===== src/rtl/sramlike_arbiter.sv =====
// Two-to-one sram-like arbiter: merges the inst and data masters onto one slave port.
// Data has priority; a starvation counter forces inst through after STARVE_LIMIT data grants.
module sramlike_arbiter #(
  parameter int unsigned STARVE_LIMIT = 3
) (
  input  logic        clk,
  input  logic        rst,
  input  logic        inst_req,
  input  logic        inst_wr,
  input  logic [1:0]  inst_size,
  input  logic [31:0] inst_addr,
  input  logic [31:0] inst_wdata,
  output logic [31:0] inst_rdata,
  output logic        inst_addr_ok,
  output logic        inst_data_ok,
  input  logic        data_req,
  input  logic        data_wr,
  input  logic [1:0]  data_size,
  input  logic [31:0] data_addr,
  input  logic [31:0] data_wdata,
  output logic [31:0] data_rdata,
  output logic        data_addr_ok,
  output logic        data_data_ok,
  output logic        m_req,
  output logic        m_wr,
  output logic [1:0]  m_size,
  output logic [31:0] m_addr,
  output logic [31:0] m_wdata,
  input  logic [31:0] m_rdata,
  input  logic        m_addr_ok,
  input  logic        m_data_ok
);

  typedef enum logic [1:0] {IDLE, ADDR, DATA} state_t;

  localparam logic [3:0] LIMIT = 4'(STARVE_LIMIT);

  state_t      state_reg, state_next;
  logic        grant_reg, grant_next;
  logic [3:0]  scnt_reg, scnt_next;
  logic        m_wr_reg, m_wr_next;
  logic [1:0]  m_size_reg, m_size_next;
  logic [31:0] m_addr_reg, m_addr_next;
  logic [31:0] m_wdata_reg, m_wdata_next;

  logic        inst_win;
  logic        ack_addr;
  logic        ack_data;
  logic [1:0]  addr_ok_vec;
  logic [1:0]  data_ok_vec;

  always_ff @(posedge clk) begin
    if (rst) begin
      state_reg   <= IDLE;
      grant_reg   <= 1'b0;
      scnt_reg    <= 4'd0;
      m_wr_reg    <= 1'b0;
      m_size_reg  <= 2'b00;
      m_addr_reg  <= 32'd0;
      m_wdata_reg <= 32'd0;
    end else begin
      state_reg   <= state_next;
      grant_reg   <= grant_next;
      scnt_reg    <= scnt_next;
      m_wr_reg    <= m_wr_next;
      m_size_reg  <= m_size_next;
      m_addr_reg  <= m_addr_next;
      m_wdata_reg <= m_wdata_next;
    end
  end

  always_comb begin
    state_next   = state_reg;
    grant_next   = grant_reg;
    scnt_next    = scnt_reg;
    m_wr_next    = m_wr_reg;
    m_size_next  = m_size_reg;
    m_addr_next  = m_addr_reg;
    m_wdata_next = m_wdata_reg;
    inst_win     = 1'b0;
    ack_addr     = 1'b0;
    ack_data     = 1'b0;
    case (state_reg)
      IDLE: begin
        if (inst_req | data_req) begin
          inst_win   = inst_req & (~data_req | (scnt_reg == LIMIT));
          grant_next = ~inst_win;
          state_next = ADDR;
          if (inst_win) begin
            m_wr_next    = inst_wr;
            m_size_next  = inst_size;
            m_addr_next  = inst_addr;
            m_wdata_next = inst_wdata;
            scnt_next    = 4'd0;
          end else begin
            m_wr_next    = data_wr;
            m_size_next  = data_size;
            m_addr_next  = data_addr;
            m_wdata_next = data_wdata;
            // Count only data grants that actually bypassed a waiting inst request.
            if (!inst_req)
              scnt_next = 4'd0;
            else if (scnt_reg >= LIMIT)
              scnt_next = LIMIT;
            else
              scnt_next = scnt_reg + 4'd1;
          end
        end
      end
      ADDR: begin
        // An early m_data_ok implies the address was taken too.
        if (m_addr_ok | m_data_ok) begin
          ack_addr = 1'b1;
          if (m_data_ok) begin
            ack_data   = 1'b1;
            state_next = IDLE;
          end else begin
            state_next = DATA;
          end
        end
      end
      DATA: begin
        if (m_data_ok) begin
          ack_data   = 1'b1;
          state_next = IDLE;
        end
      end
      default: state_next = IDLE;
    endcase
  end

  // Route handshakes only to the master selected by grant (0 inst, 1 data).
  generate
    for (genvar gi = 0; gi < 2; gi++) begin : g_route
      assign addr_ok_vec[gi] = ack_addr & (grant_reg == 1'(gi));
      assign data_ok_vec[gi] = ack_data & (grant_reg == 1'(gi));
    end
  endgenerate

  assign inst_addr_ok = addr_ok_vec[0];
  assign inst_data_ok = data_ok_vec[0];
  assign data_addr_ok = addr_ok_vec[1];
  assign data_data_ok = data_ok_vec[1];
  assign inst_rdata   = m_rdata;
  assign data_rdata   = m_rdata;

  assign m_req   = (state_reg == ADDR);
  assign m_wr    = m_wr_reg;
  assign m_size  = m_size_reg;
  assign m_addr  = m_addr_reg;
  assign m_wdata = m_wdata_reg;

endmodule


===== config.mk =====
export PLATFORM = sky130hd
export DESIGN_NAME = sramlike_arbiter
export DESIGN_NICKNAME = d
export VERILOG_FILES = /design/src/rtl/sramlike_arbiter.sv
export SDC_FILE = /design/constraint.sdc
export NUM_CORES = 1
export LEC_CHECK = 0
export CAP_MARGIN = 15
export CORE_ASPECT_RATIO = 0.8
export CORE_MARGIN = 2
export CORE_UTILIZATION = 30
export CTS_BUF_LIST = sky130_fd_sc_hd__clkbuf_8
export DETAILED_ROUTE_END_ITERATION = 7
export PLACE_DENSITY = 0.76
export SLEW_MARGIN = 0
export SYNTH_ARGS = -nofsm -noshare
export SYNTH_HDL_FRONTEND = slang
export SYNTH_SLANG_ARGS = --single-unit

===== constraint.sdc =====
create_clock -name clk -period 3.9 [get_ports clk]
set_clock_uncertainty 0.05 [all_clocks]
set_input_delay 1.17 -clock clk [delete_from_list [all_inputs] [get_ports clk]]
set_output_delay 1.17 -clock clk [all_outputs]
set_load 0.05 [all_outputs]

==> results of run 1 <==
-- per-layer routing --
| layer | wire, um | global-route usage [%] |
|---|---|---|
| met2 | 6520 | 28.9 |
| met5 | 0 | 0 |
| met1 | 6220 | 21.0 |
| met4 | 207 | 5.53 |
| met3 | 1320 | 6.09 |
-- cell usage in the layout, fill, tap and decap left out, types with 2 or more instances in the layout --
cell and n:
nor2b_1 2, clkbuf_8 10, nor3b_1 4, a211oi_1 65
nor4_2 2, buf_2 2, a21oi_1 2, nor2_1 74
dfxtp_1 74, inv_1 5, buf_4 7, a211oi_2 2
ha_1 3, clkdlybuf4s50_1 205, nand2b_1 3, and4b_1 67
nand2_1 2, nor4_1 65, buf_12 8, o2111ai_1 2
-- worst register-to-register path, stage by stage, from the launching register on --
cell      delay [ns]
dfxtp_1         0.34
inv_1           0.09
ha_2            0.67
o21ai_4         0.11
buf_4           0.33
a211oi_1        0.37
nor4_1          0.09
-- cells by family (layout without fill, tap and decap cells) --
group,Yosys count,in the layout,share of synthesized area [%]
compound gates,77,77,13.1
fa+ha+maj,4,4,1.12
buf+inv,129,241,19.1
flops,74,74,33.1
mux,1,1,0.224
simple gates,224,224,33.3
-- synth_stat cells (all sizes together) --
master   number  area (um2)
a211oi       67         513
a21oi         2        10.0
a32oi         1        8.76
and4b        67         671
buf          96         732
clkbuf       30         113
dfxtp        74        1480
ha            4        50.1
inv           3        11.3
mux2i         1        10.0
nand2         2        7.51
nand2b        4        25.0
nand4bb       1        16.3
nor2         74         278
nor2b         2        12.5
nor3          1        5.00
nor3b         4        30.0
nor4         67         432
nor4b         1        8.76
o2111ai       2        17.5
o211ai        1        7.51
o21a          1        7.51
o21ai         2        13.8
o2bb2ai       1        8.76
or2           1        6.26
-- metrics by stage --
| stage | hold WS, ns | std cells | worst slack, ns |
|---|---|---|---|
| after floorplan | 0.386 | 509 | 0.731 |
| after global placement | 0.394 | 789 | 0.466 |
| after detailed placement | 0.408 | 789 | 0.448 |
| after CTS | 0.419 | 805 | 0.456 |
| after global routing | 0.443 | 805 | 0.327 |
| final | 0.412 | 805 | 0.457 |
-- power groups by stage --
stage	sequential, mW	combinational [mW]	clock, mW
floorplan	1.40	0.624	0
global placement	0.973	1.37	0
detailed placement	0.978	1.39	0
CTS	0.964	1.39	0.628
global route	0.979	1.47	0.658
finish	0.964	1.39	0.601
-- cell type report --
type	count	area, um2	share of cell area (%)
clock buffers	10	138	2.16
clock inverters	6	58.8	0.925
inverters	3	11.3	0.177
multi-input cells	306	2160	34.0
flip-flops and latches	74	1480	23.3
well taps	184	230	3.62
repair buffers	222	2270	35.8
-- path summary, 6_finish.rpt --
| path | endpoint | cells past startpoint |
|---|---|---|
| setup reg to reg | m_wdata[13] | 6 |
| hold / removal | scnt_reg[1] | 2 |
| setup / recovery | data_data_ok | 4 |
| hold reg to reg | scnt_reg[1] | 2 |
==> results.cfg, run 1 <==
[synth]
syn_avg_cell_area_um2 = 8.79
synth_nets = 685
netlist-cell-type-count = 30
synth_area_mm2 = 0.00448
ys_ff_latch = 74
yosysSeqAreaShare_pct = 33.1
synth_cells = 509
ys.warnings.count = 0

[timing]
setup-tns-final_ns = 0
max_freq_mhz = 290
post-route-min-period_ns = 3.44
relSlewSlack_pct = 45.6
tightest_slew_ns = 0.816
rsz0062_at_grt = false
report.final.slew_viol_count = 0
period_share_pct = 88.3
hold_viol = 0
finalSetupViolations = 0

[setup_path]
critPathLaunchType = input port
crit_slowest_cell = clkdlybuf4s50_1
r2r_start = state_reg[0]
crit_start = m_data_ok
worstPathMaxFanout = 5
crit_buf_inv = 2
critPathCaptureType = output port
worst_path_dominant_cell_family = buffers and inverters
slowest_delay_ns = 0.54
worstPathRequired_ns = 2.68
reg2reg_slack_ns = 1.69
critPathArrivalTime_ns = 2.22
crit_chain = clkdlybuf4s50_1 -> o211ai_1 -> nor2_1 -> buf_12
crit_type = in -> out

[routing]
wirelength_mm = 14.3
postRouteAntennaNets = 0
vias = 4385
wire_per_inst_um = 17.7
drc_errors = 0
vias_per_cell = 5.45
firstDrtPassIters = 5
drt-initial-drc-count = 235

[layout]
layout.nets = 792
post_route_cells_drive_above_1_share_pct = 6.60
stdcell_area_mm2 = 0.00636
utilization_pct = 44.0
fillers = 1385
n_antenna_cell = 0
area_growth_pct = 42.0

[clocking]
postCtsSetupRepairBufs = 0
postCtsHoldBufs = 0
root_buffer = clkbuf_8
cts_tree = done
clk_pin_slew_ns = 0.08
clkSinkCount = 74
cts_resized = 0
clockBufferDepth = 2
htree_levels = 3
cts_buffers = 9
clk_latency_ns = 0.34

[placement]
place_area_mm2 = 0.00616
port-buffer-count = 211
detailed_place_hpwl_mm = 9.61
place_congestion = 0.820

[power]
p_per_area_mw_per_mm2 = 465
pwr-share-comb_pct = 47.1
p_leak_nw = 2.38
switching_share_pct = 42.0
p_switching_mw = 1.24
p_clk_share_pct = 20.3
seqPwrFrac_pct = 32.6
ir_drop_mv = 0.188
p_total_mw = 2.96
intPower_mw = 1.71

[min_path]
hp-class = reg -> reg
hp-start = scnt_reg[1]

[floorplanning]
core-area_mm2 = 0.0144
io_pins = 308
die_area_mm2 = 0.0159
rows = 39
die_w_um = 141
initial_core_util_pct = 31.0
die_height_um = 113

[grt]
grt_pass1_wl_mm = 22.3
grtUsageTotal_pct = 17.3
grt_pass1_vias = 4423
antenna_found_initial = 0
grt_start_max_net_pins = 65
overflow = 0

[status]
status = completed

[job]
maxCapViolCount = 0
Power figures use the tool's default switching activity.
==> inputs of run 2 (changes only) <==
--- a/config.mk
+++ b/config.mk
@@ -11,6 +11,7 @@
 export CORE_UTILIZATION = 30
 export CTS_BUF_LIST = sky130_fd_sc_hd__clkbuf_8
 export DETAILED_ROUTE_END_ITERATION = 7
+export HOLD_SLACK_MARGIN = 0.1
 export PLACE_DENSITY = 0.76
 export SLEW_MARGIN = 0
 export SYNTH_ARGS = -nofsm -noshare
==> results of run 2 <==
Final layout, timing and power as in run 1 (identical DEF).
==> inputs of run 3 (changes only) <==
--- a/config.mk
+++ b/config.mk
@@ -10,6 +10,8 @@
 export CORE_MARGIN = 2
 export CORE_UTILIZATION = 30
 export CTS_BUF_LIST = sky130_fd_sc_hd__clkbuf_8
+export CTS_CLUSTER_DIAMETER = 40
+export CTS_CLUSTER_SIZE = 20
 export DETAILED_ROUTE_END_ITERATION = 7
 export HOLD_SLACK_MARGIN = 0.1
 export PLACE_DENSITY = 0.76
==> results of run 3 <==
Final layout, timing and power as in run 1 (identical DEF).
==> edit, RTL diff (settings of run 1) <==
Reset style: asynchronous (`rst`), changed in one clocked block.
--- a/src/rtl/sramlike_arbiter.sv
+++ b/src/rtl/sramlike_arbiter.sv
@@ -51,3 +51,3 @@
 
-  always_ff @(posedge clk) begin
+  always_ff @(posedge clk or posedge rst) begin
     if (rst) begin
Behaviour: differs if rst is asserted again (counterexample within 4 cycles, from zero or initial values and one cycle with rst high); with rst held inactive, the same outputs for 4 cycles.
==> edit against run 1 <==
Design area down 0.81%; wire length down 5.6%; area after synthesis down 3.8%; final cell count down 0.50%; worst setup slack worse by 0.056 ns; sequential cell count unchanged; die area down 3.7%; critical path type unchanged; largest cell class unchanged; highest routed layer unchanged.
Power is not compared: it rests on default switching activity, and its combinational part moved more than twofold at a synthesized area within 25%.
==> edit: results (changes against run 1) <==
| Metric | Value |
|---|---|
| Port Buffers | `211 (unchanged)` |
| Largest cells by area after synthesis | `dfrtp_1, nand2_1, buf_4 (was dfxtp_1, and4b_1, buf_4)` |
| Avg Vias per Cell | `5.189 (was 5.447)` |
| Non-clock buffers | `221 (was 222)` |
| Vias in the first global route | `4,174 (was 4,423)` |
| Nets | `788 (was 792)` |
| Pre-antenna DRT Iters | `4 (was 5)` |
| FFs w/ async S/R, synth | `100.0% (was 0%)` |
| Layout cells sized above 1 | `7.780% (was 6.602%)` |
| Antenna violations before repair | `0 (unchanged)` |
| Post-DP Area | `0.006102 mm2 (was 0.006161 mm2)` |
| RD Place Congestion | `0.7983 (was 0.8195)` |
| Clk root buf | `clkbuf_8 (unchanged)` |
| Data arrival, critical path | `2.28 ns (was 2.22 ns)` |
| Invs w/o clock | `8 (was 3)` |
| Detailed-routing wirelength on met1 | `5.404 mm (was 6.219 mm)` |
| Signal buf overhead | `35.63% (was 35.78%)` |
| Status | `completed (unchanged)` |
| Max VDD drop | `0.0004179 V` |
| Per-cell routed wire length | `16.82 um (was 17.73 um)` |
| Commonest cells in the synthesized netlist | `nand2_1, dfrtp_1, nand4_1, buf_4, o211ai_1 (was dfxtp_1, nor2_1, buf_4, and4b_1)` |
| Starting DRC count in detailed routing | `229 (was 235)` |
| Sequential cell area | `0.001852 mm2 (was 0.001481 mm2)` |
| Num CTS Buffers | `9 (unchanged)` |
| Worst rel slew slack | `49.77% (was 45.60%)` |
| Dominant register cell in the synthesized netlist | `dfrtp_1 (was dfxtp_1)` |
| #MultiIn Comb | `298 (was 306)` |
| Largest net degree at the start of global routing | `69 (was 65)` |
| Global-route wire length before repair | `20.87 mm (was 22.29 mm)` |
| Worst slack, placed | `0.4169 ns (was 0.4480 ns)` |
| Total GRT Usage | `17.34% (was 17.32%)` |
| Sequential fraction of the synthesis area | `43.01% (was 33.10%)` |
| Footprint of the multi-input gates | `0.001742 mm2 (was 0.002163 mm2)` |
| FF+latch count, synth | `74 (unchanged)` |
| Layout clock buffers | `11 (was 10)` |
| Distinct cells, synth | `29 (was 30)` |
| Static leakage | `2.495 nW` |
| Syn avg cell area | `8.786 um2 (was 8.793 um2)` |
| Non-filler cells, final | `801 (was 805)` |
| Diode count | `0 (unchanged)` |
| Met3 WL | `1.641 mm (was 1.321 mm)` |
| Syn Std Cell Area | `0.004305 mm2 (was 0.004476 mm2)` |
| Met2 wire length | `6.151 mm (was 6.524 mm)` |
| Post-Route Utilization | `44.56% (was 44.01%)` |
| Net Count, Synth | `666 (was 685)` |
| # resized after CTS | `0 (unchanged)` |
| Final clock-cell share | `3.234% (was 3.090%)` |
| Filler cell count | `1,308 (was 1,385)` |
| DP HPWL | `9.559 mm (was 9.613 mm)` |
## edit: changes by cell type after synthesis, sizes merged, moves of 67 or more
cell | before | now
a211oi | 67 | 0
dfxtp | 74 | 0
nand4 | 0 | 67
nand2 | 2 | 135
dfrtp | 0 | 74
nor4 | 67 | 0
o211ai | 1 | 68
nor2 | 74 | 3
and4b | 67 | 0
## edit: routing by layer
layer	vias to the layer above	GRT usage, %
met2	275	27.79
li1	1907	-
met3	26	7.362
met4	0	7.075
met5	-	0
met1	1948	20.29
## edit: cells by family after synthesis
logic type	after synthesis	share of synthesized area (%)
simple gates	213	23.07
flops	74	43.01
fa+ha+maj	4	1.162
compound gates	80	15.43
mux	1	0.2615
buf+inv	118	17.06
## edit: worst paths after layout
| check | start | endpoint | slack (ns) | depth (start not counted) |
|---|---|---|---|---|
| max in group asynchronous | rst | m_wdata[9] | 1.96 | 3 |
| worst max-delay path | m_data_ok | inst_addr_ok | 0.40 | 4 |
| worst min register to register | m_addr[15] | m_addr[15] | 0.44 | 2 |
| worst max register to register | state_reg[1] | m_addr[31] | 1.71 | 6 |
| worst min-delay path | m_addr[15] | m_addr[15] | 0.44 | 2 |
| min in group asynchronous | rst | m_addr[2] | 1.18 | 2 |
## edit: power groups by stage
stage | Sequential, mW | Combinational (mW) | Clock [mW]
6_report | 1.32 | 3.36 | 0.608
5_1_grt | 1.37 | 3.57 | 0.678
4_1_cts | 1.33 | 3.39 | 0.641
3_5_place_dp | 1.34 | 3.38 | 0
3_3_place_gp | 1.32 | 3.33 | 0
2_1_floorplan | 2.45 | 1.24 | 0
## edit: critical path, stage by stage
cell and delay [ns]:
clkdlybuf4s50_1 0.50, nor2_1 0.10, nor3_1 0.31, buf_12 0.19
